[src/rtl/inst_fetch_mem.sv]
// Instruction memory with a loader port and a one-deep fetch pipeline.
// LOAD fills the array, RUN serves word fetches, DRAIN waits for the last result before reloading.
module inst_fetch_mem #(
    parameter int                DATA_W   = 32,
    parameter int                DEPTH    = 64,
    parameter int                AW       = 32,
    parameter logic [DATA_W-1:0] NOP_WORD = '0
) (
    input  logic                     clock_in,
    input  logic                     reset,
    input  logic                     ld_en,
    input  logic [$clog2(DEPTH)-1:0] ld_addr,
    input  logic [DATA_W-1:0]        ld_data,
    input  logic                     ld_done,
    input  logic                     reload,
    input  logic                     req_valid,
    input  logic [AW-1:0]            req_addr,
    output logic                     req_ready,
    output logic                     inst_valid,
    output logic [DATA_W-1:0]        inst,
    output logic                     inst_fault,
    input  logic                     inst_ready,
    output logic                     running,
    output logic [$clog2(DEPTH):0]   ld_count
);
    localparam int IW = $clog2(DEPTH);

    typedef enum logic [1:0] {LOAD, RUN, DRAIN} state_e;

    state_e            state_q, state_d;
    logic [DATA_W-1:0] mem_q [DEPTH];
    logic              inst_valid_q, inst_valid_d;
    logic              inst_fault_q, inst_fault_d;
    logic [DATA_W-1:0] inst_q, inst_d;
    logic [IW:0]       ld_count_q, ld_count_d;
    logic              accept, addr_fault, ld_wr;
    logic [IW-1:0]     rd_idx;

    assign rd_idx     = req_addr[IW+1:2];
    assign addr_fault = (req_addr[1:0] != 2'b00) || ((req_addr >> 2) >= AW'(DEPTH));
    // reload blocks acceptance in its own cycle so nothing new enters the pipe once draining starts
    assign req_ready  = (state_q == RUN) && !reload && (!inst_valid_q || inst_ready);
    assign accept     = req_valid && req_ready;
    assign ld_wr      = (state_q == LOAD) && ld_en;

    always_comb begin
        state_d      = state_q;
        ld_count_d   = ld_count_q;
        inst_valid_d = inst_valid_q;
        inst_fault_d = inst_fault_q;
        inst_d       = inst_q;
        case (state_q)
            LOAD: begin
                if (ld_wr && (ld_count_q != (IW+1)'(DEPTH)))
                    ld_count_d = ld_count_q + (IW+1)'(1);
                if (ld_done)
                    state_d = RUN;
            end
            RUN: begin
                if (reload)
                    state_d = DRAIN;
            end
            DRAIN: begin
                // leave as soon as the result register will be empty after this edge
                if (!inst_valid_q || inst_ready) begin
                    state_d    = LOAD;
                    ld_count_d = '0;
                end
            end
            default: state_d = LOAD;
        endcase

        if (accept) begin
            inst_valid_d = 1'b1;
            inst_fault_d = addr_fault;
            inst_d       = addr_fault ? NOP_WORD : mem_q[rd_idx];
        end else if (inst_ready) begin
            inst_valid_d = 1'b0;
        end
    end

    always_ff @(posedge clock_in or posedge reset) begin
        if (reset) begin
            state_q      <= LOAD;
            ld_count_q   <= '0;
            inst_valid_q <= 1'b0;
            inst_fault_q <= 1'b0;
            inst_q       <= NOP_WORD;
        end else begin
            state_q      <= state_d;
            ld_count_q   <= ld_count_d;
            inst_valid_q <= inst_valid_d;
            inst_fault_q <= inst_fault_d;
            inst_q       <= inst_d;
        end
    end

    // Array has no reset so contents survive a reset pulse
    always_ff @(posedge clock_in) begin
        if (ld_wr && !reset)
            mem_q[ld_addr] <= ld_data;
    end

    assign inst_valid = inst_valid_q;
    assign inst_fault = inst_fault_q;
    assign inst       = inst_q;
    assign ld_count   = ld_count_q;
    assign running    = (state_q == RUN);

endmodule

[config.mk]
export PLATFORM = sky130hd
export DESIGN_NAME = inst_fetch_mem
export DESIGN_NICKNAME = d
export VERILOG_FILES = /design/src/rtl/inst_fetch_mem.sv
export SDC_FILE = /design/constraint.sdc
export NUM_CORES = 2
export LEC_CHECK = 0
export BUFFER_PORTS_ARGS = -buffer_cell sky130_fd_sc_hd__buf_2
export CAP_MARGIN = 40
export CORE_ASPECT_RATIO = 1.2
export CORE_UTILIZATION = 55
export DETAILED_ROUTE_END_ITERATION = 8
export GPL_ROUTABILITY_DRIVEN = 0
export PLACE_DENSITY = 0.71
export SETUP_SLACK_MARGIN = 0.2
export SLEW_MARGIN = 25
export SYNTH_ARGS = -nofsm -noshare
export SYNTH_HDL_FRONTEND = slang
export SYNTH_SLANG_ARGS = --single-unit
[constraint.sdc]
create_clock -name clock_in -period 4.1 [get_ports clock_in]
set_input_delay 0.41 -clock clock_in [delete_from_list [all_inputs] [get_ports clock_in]]
set_output_delay 0.41 -clock clock_in [all_outputs]
set_load 0.1 [all_outputs]
# After elaboration in Yosys (flattened, before gate mapping)
# Memories as Yosys holds them, arrays and structs flattened.
# Index checks and enable logic that the tools add are counted.
word_totals:
  regBits: 43
  ramBits: 2048
  inputBits: 77
  out_inout_bits: 43
  word_cells: 44
  mem_count: 1
op_classes:
  n_addsub: 1
  order_cmp: 1
  eq_ne: 7
  n_mux: 12
  n_reduce_logical: 17
mem_list:
  columns: ["name", "words", "word_bits", "read_ports", "rd_ports_with_merged_regs", "write_ports", "line_no", "rtl"]
  rows:
  - ["mem_q", 64, 32, 1, 0, 1, "31", "logic [DATA_W-1:0] mem_q [DEPTH];"]
op_table:
  columns: ["operator", "count"]
  rows:
  - ["$mux W32", 1]
  - ["$ge A30 B7 Y1 const B", 1]
  - ["$mux W7", 2]
  - ["$pmux W7 S2", 1]
  - ["$add A7 B1 Y7 const B", 1]
  - ["$ne A7 B7 Y1 const B", 1]
  - ["$logic_and A1 B1 Y1", 6]
  - ["$mux W2", 3]
  - ["$ne A2 B2 Y1 const B", 3]
  - ["$pmux W2 S3", 1]
  - ["$reduce_and A3 Y1", 2]
  - ["$reduce_bool A2 Y1", 3]
  - ["$mux W1", 4]
  - ["$logic_not A1 Y1", 3]
  - ["$eq A2 B1 Y1 const B", 1]
  - ["$eq A2 B2 Y1 const B", 1]
  - ["$logic_not A2 Y1", 1]
  - ["$logic_or A1 B1 Y1", 2]
  - ["$ne A2 B1 Y1 const B", 1]

# Depth between registers and ports, before layout
logic_depth:
  ltp_word: 5
  ltp_mapped: 10
  mapped_depth_nobuf: 6

# Worst setup path before layout
# Ideal clock, no wire load.
synth_timing:
  path_type: "register to register"
  from: "register state_q[0]"
  to: "memory mem_q[63][0] (enable)"
  setup_ps: 421
  t_arrival_ps: 2900
  t_required_ps: 3679
  slack_ps: 778
  path_stages_with_launch: 5
  n_path_buf: 0
  synth_period_minus_slack_ps: 3322
  cell_sequence: "dfrtp_1 -> or3b_2 -> nor3b_1 -> nand3_1 -> nor2_1"
synth_via:
  elab_chain_cells: 5
synth_lines:
  columns: ["element", "line_no", "rtl"]
  rows:
  - ["from (decl)", "30", "state_e state_q, state_d;"]
  - ["from (signal assigned)", "90", "state_q <= state_d;"]
  - ["$logic_not A2 Y1", "44", "assign ld_wr = (state_q == LOAD) && ld_en;"]
  - ["$logic_and A1 B1 Y1", "44", null]
  - ["$logic_and A1 B1 Y1", "100", "if (ld_wr && !reset)"]
  - ["$mux W1", "100", null]
  - ["$mux W1 (implied by the code)", "101", "mem_q[ld_addr] <= ld_data;"]
  - ["to (decl)", "31", null]
# No other way between the ends.

# Final worst setup path
layout_timing:
  from: "register state_q[0]"
  to: "memory mem_q[27][31] (enable)"
# The elaborated chain is that of the path after synthesis.

==> flow_summary_export.csv <==
group,metric,value,unit
power,power,43.0,mW
final_layout,nNetsFinal,4280,
run,max_cap_violations,0,
status,status,"finished, final reports clean",
timing,min_period,3.29,ns
clocking,clkSlewWorstSetupHoldPaths,0.06,ns
timing,finalSetupTns,0,ns
setup_path,worst-r2r-cell-count,6,
clocking,post_cts_buffers,0,
die,core-area,144000,um2
clocking,cts_buffer_depth,3,
logic_synthesis,synthDistinctLibCells,42,
setup_path,slowest_delay,0.59,ns
setup_path,crit_fanout,32,
logic_synthesis,synthCells,3850,
timing,fin_skew,0.0464,ns
timing,fmax,304,MHz
die,initial_utilization,55.6,%
setup_path,reg2reg_from,"state_q[0]",
place,io_buffers,119,
setup_path,crit_start,"state_q[0]",
detailed_routing,first_pass_iters,6,
logic_synthesis,synth_top_cell_by_area,"edfxtp_1",
clocking,cts_buffers,192,
power,p_leak,29.7,nW
timing,finalCritPeriodShare,80.4,%
final_layout,finalNonFillerCells,6300,
setup_path,cp_cell_sequence,"or3b_2, nor3b_1, nand2_1, buf_4, nor2_4, buf_4",
die,ioPinCount,120,
setup_path,end_kind,"flip-flop",
final_layout,fillers,9476,
setup_path,path_common_cell,"buf_4",
setup_path,critical_path_class,"reg2reg",
timing,hold_violations,0,
clocking,cts-root-buf,"clkbuf_16",
power,cellPowerDensity,473,nW/um2
detailed_routing,vias,40800,
final_layout,ff_latch_area,62600,um2
logic_synthesis,synthTopCellsByArea,"edfxtp_1, mux4_2, mux2i_1",
final_layout,area_delta_synth_final,13.9,%
final_layout,final_util,63.3,%
hold_path,hp-class,"in2reg",
grt,grt_pass1_vias,40300,
hold_path,hold_depth,1,
place,hpwl,124000,um
clocking,cts_resized,0,
logic_synthesis,ys_warn_count,0,
detailed_routing,wl_per_cell,33.2,um
logic_synthesis,netlist_area,79800,um2
logic_synthesis,ys_seq_area_share,78.4,%
clocking,clock_sinks,2091,
timing,slew_viol_final,0,
final_layout,final_common_cell,"edfxtp_1",
place,placedCellCount,5918,
final_layout,layout-drive-gt1-share,25.1,%
logic_synthesis,synth_ff_type,"edfxtp_1",
logic_synthesis,yosysTopAreaCellShare,77.0,%
grt,grt_max_degree,97,
die,die_w,350,um
detailed_routing,antenna_left,0,
power,vdd_drop_max,0.434,mV
final_layout,final_cell_mix,"edfxtp_1, mux2i_1, mux4_2",
setup_path,cp_data_arrival_time,3.74,ns
detailed_routing,drt_drc_violations_left,0,
logic_synthesis,synthArstFlopShare,2.06,%
setup_path,crit_path_top_delay_cell,"or3b_2",
grt,grt_antenna_before_repair,19,
final_layout,multi_input_area,16700,um2
die,dieArea,147000,um2
detailed_routing,viasPerCell,6.48,
clocking,htree_num_levels,4,
logic_synthesis,synth_nets,3929,
timing,tightest_slew,0.911,ns
timing,maxSlewHeadroom,38.7,%
clocking,cts_tree,"done",
clocking,clk_latency,0.83,ns
timing,setup_viol,0,
logic_synthesis,synth_edf_count,2048,
detailed_routing,dr.first_iter.drc_count,5451,
timing,rsz0062_at_grt,"false",
logic_synthesis,synth-seq-cells,2091,
hold_path,hp-start,"ld_data[12]",
setup_path,required,4.54,ns
grt,grt_pass1_wl,295000,um
setup_path,crit_path_start_kind,"flip-flop",
logic_synthesis,syn_area_per_cell,20.7,um2
grt,grt_overflow,0,
die,num_rows,152,
die,fp.dieH,419,um
grt,grt_usage,29.0,%
detailed_routing,wirelength,209000,um
==> repair_timing <==
item,in CTS,in global routing
hold buffers,9,1
endpoints found under the hold margin,45,8
setup endpoints to repair,0,0
==> worst max-delay path, delay by kind of cell (launching register included) <==
kind	cells	cell delay, ns
flip-flops	1	0.43
buffers and inverters	2	0.91
AND/OR/NAND/NOR	4	1.53
==> where the power goes <==
part	total, mW	internal, mW	switching [mW]	leakage [nW]
sequential	23.5	23.5	0.0374	19.0
combinational	2.33	0.771	1.56	7.80
clock	17.1	9.46	7.67	2.90
==> final timing paths <==
kind	to	slack, ns
max reg2reg	mem_q[27][31]	0.81
max in group asynchronous	inst[26]	2.78
min reg2reg	state_q[0]	0.49
min in group asynchronous	inst[7]	0.34
min	mem_q[7][12]	0.06
max	mem_q[27][31]	0.81
==> routing by layer <==
layer / GRT usage (%) / vias to the layer above / wire length (um)
met5: 0 / - / 39
met4: 14.3 / 6 / 11100
met3: 6.59 / 412 / 22100
met2: 45.5 / 2320 / 100000
met1: 38.5 / 21400 / 76200
li1: - / 16700 / -
==> metrics by stage <==
step	instance area, um2	hold slack (ns)	setup WS (ns)
floorplan	79800	0.448	0.778
global placement	84400	0.468	0.447
detailed placement	84700	0.482	0.735
CTS	90800	0.0178	0.880
global route	90900	0.0379	0.736
finish	90900	0.0561	0.805
==> logic make-up (layout without fill, tap and decap cells) <==
family                     count (synthesis)  count (layout)  share of synthesized area, %
AOI/OAI and AO/OA                        330             330                          2.90
other                                      0              12                             0
xor gates and xnor gates                   5               5                        0.0549
buffers and inverters                    224             737                          1.35
DFF                                     2091            2091                          78.4
and+or+nand+nor                          429             429                          2.51
muxes                                    769             769                          14.8
adders and majority gates                  2               2                        0.0313
==> layout make-up <==
type                            count  area share [%]
Tap cell                         1925            2.65
Antenna cell                       12          0.0330
Clock inverter                     98           0.889
Clock buffer                      258            5.67
Timing Repair Buffer              376            3.51
Sequential cell                  2091            68.8
Multi-Input combinational cell   1535            18.4
Inverter                            5          0.0206
==> sequential cells by signal, indices dropped and copies added, names as in the netlist <==
signal / count
state_q: 2
inst_valid: 1
inst_fault: 1
mem_q: 2048
ld_count: 7
inst: 32
==> Yosys cell counts (3+ instances only) <==
library cell / n
nand2b_1: 3
nand4_1: 35
and3_1: 3
mux4_2: 320
mux2_2: 64
nor2_1: 175
a21oi_1: 32
mux2i_1: 385
nor4_1: 39
clkbuf_1: 102
xor2_1: 5
a211oi_1: 32
buf_2: 88
o21ai_0: 3
nand3b_1: 4
nand3_1: 69
edfxtp_1: 2048
buf_1: 7
dfrtp_1: 43
a22oi_1: 96
inv_1: 5
and2_1: 3
o22ai_1: 128
nand2_1: 75
a32o_1: 33
buf_6: 12
nand4b_1: 3
nor2b_1: 8
buf_4: 10
o2111ai_1: 3
(Power assumes the default switching activity.)
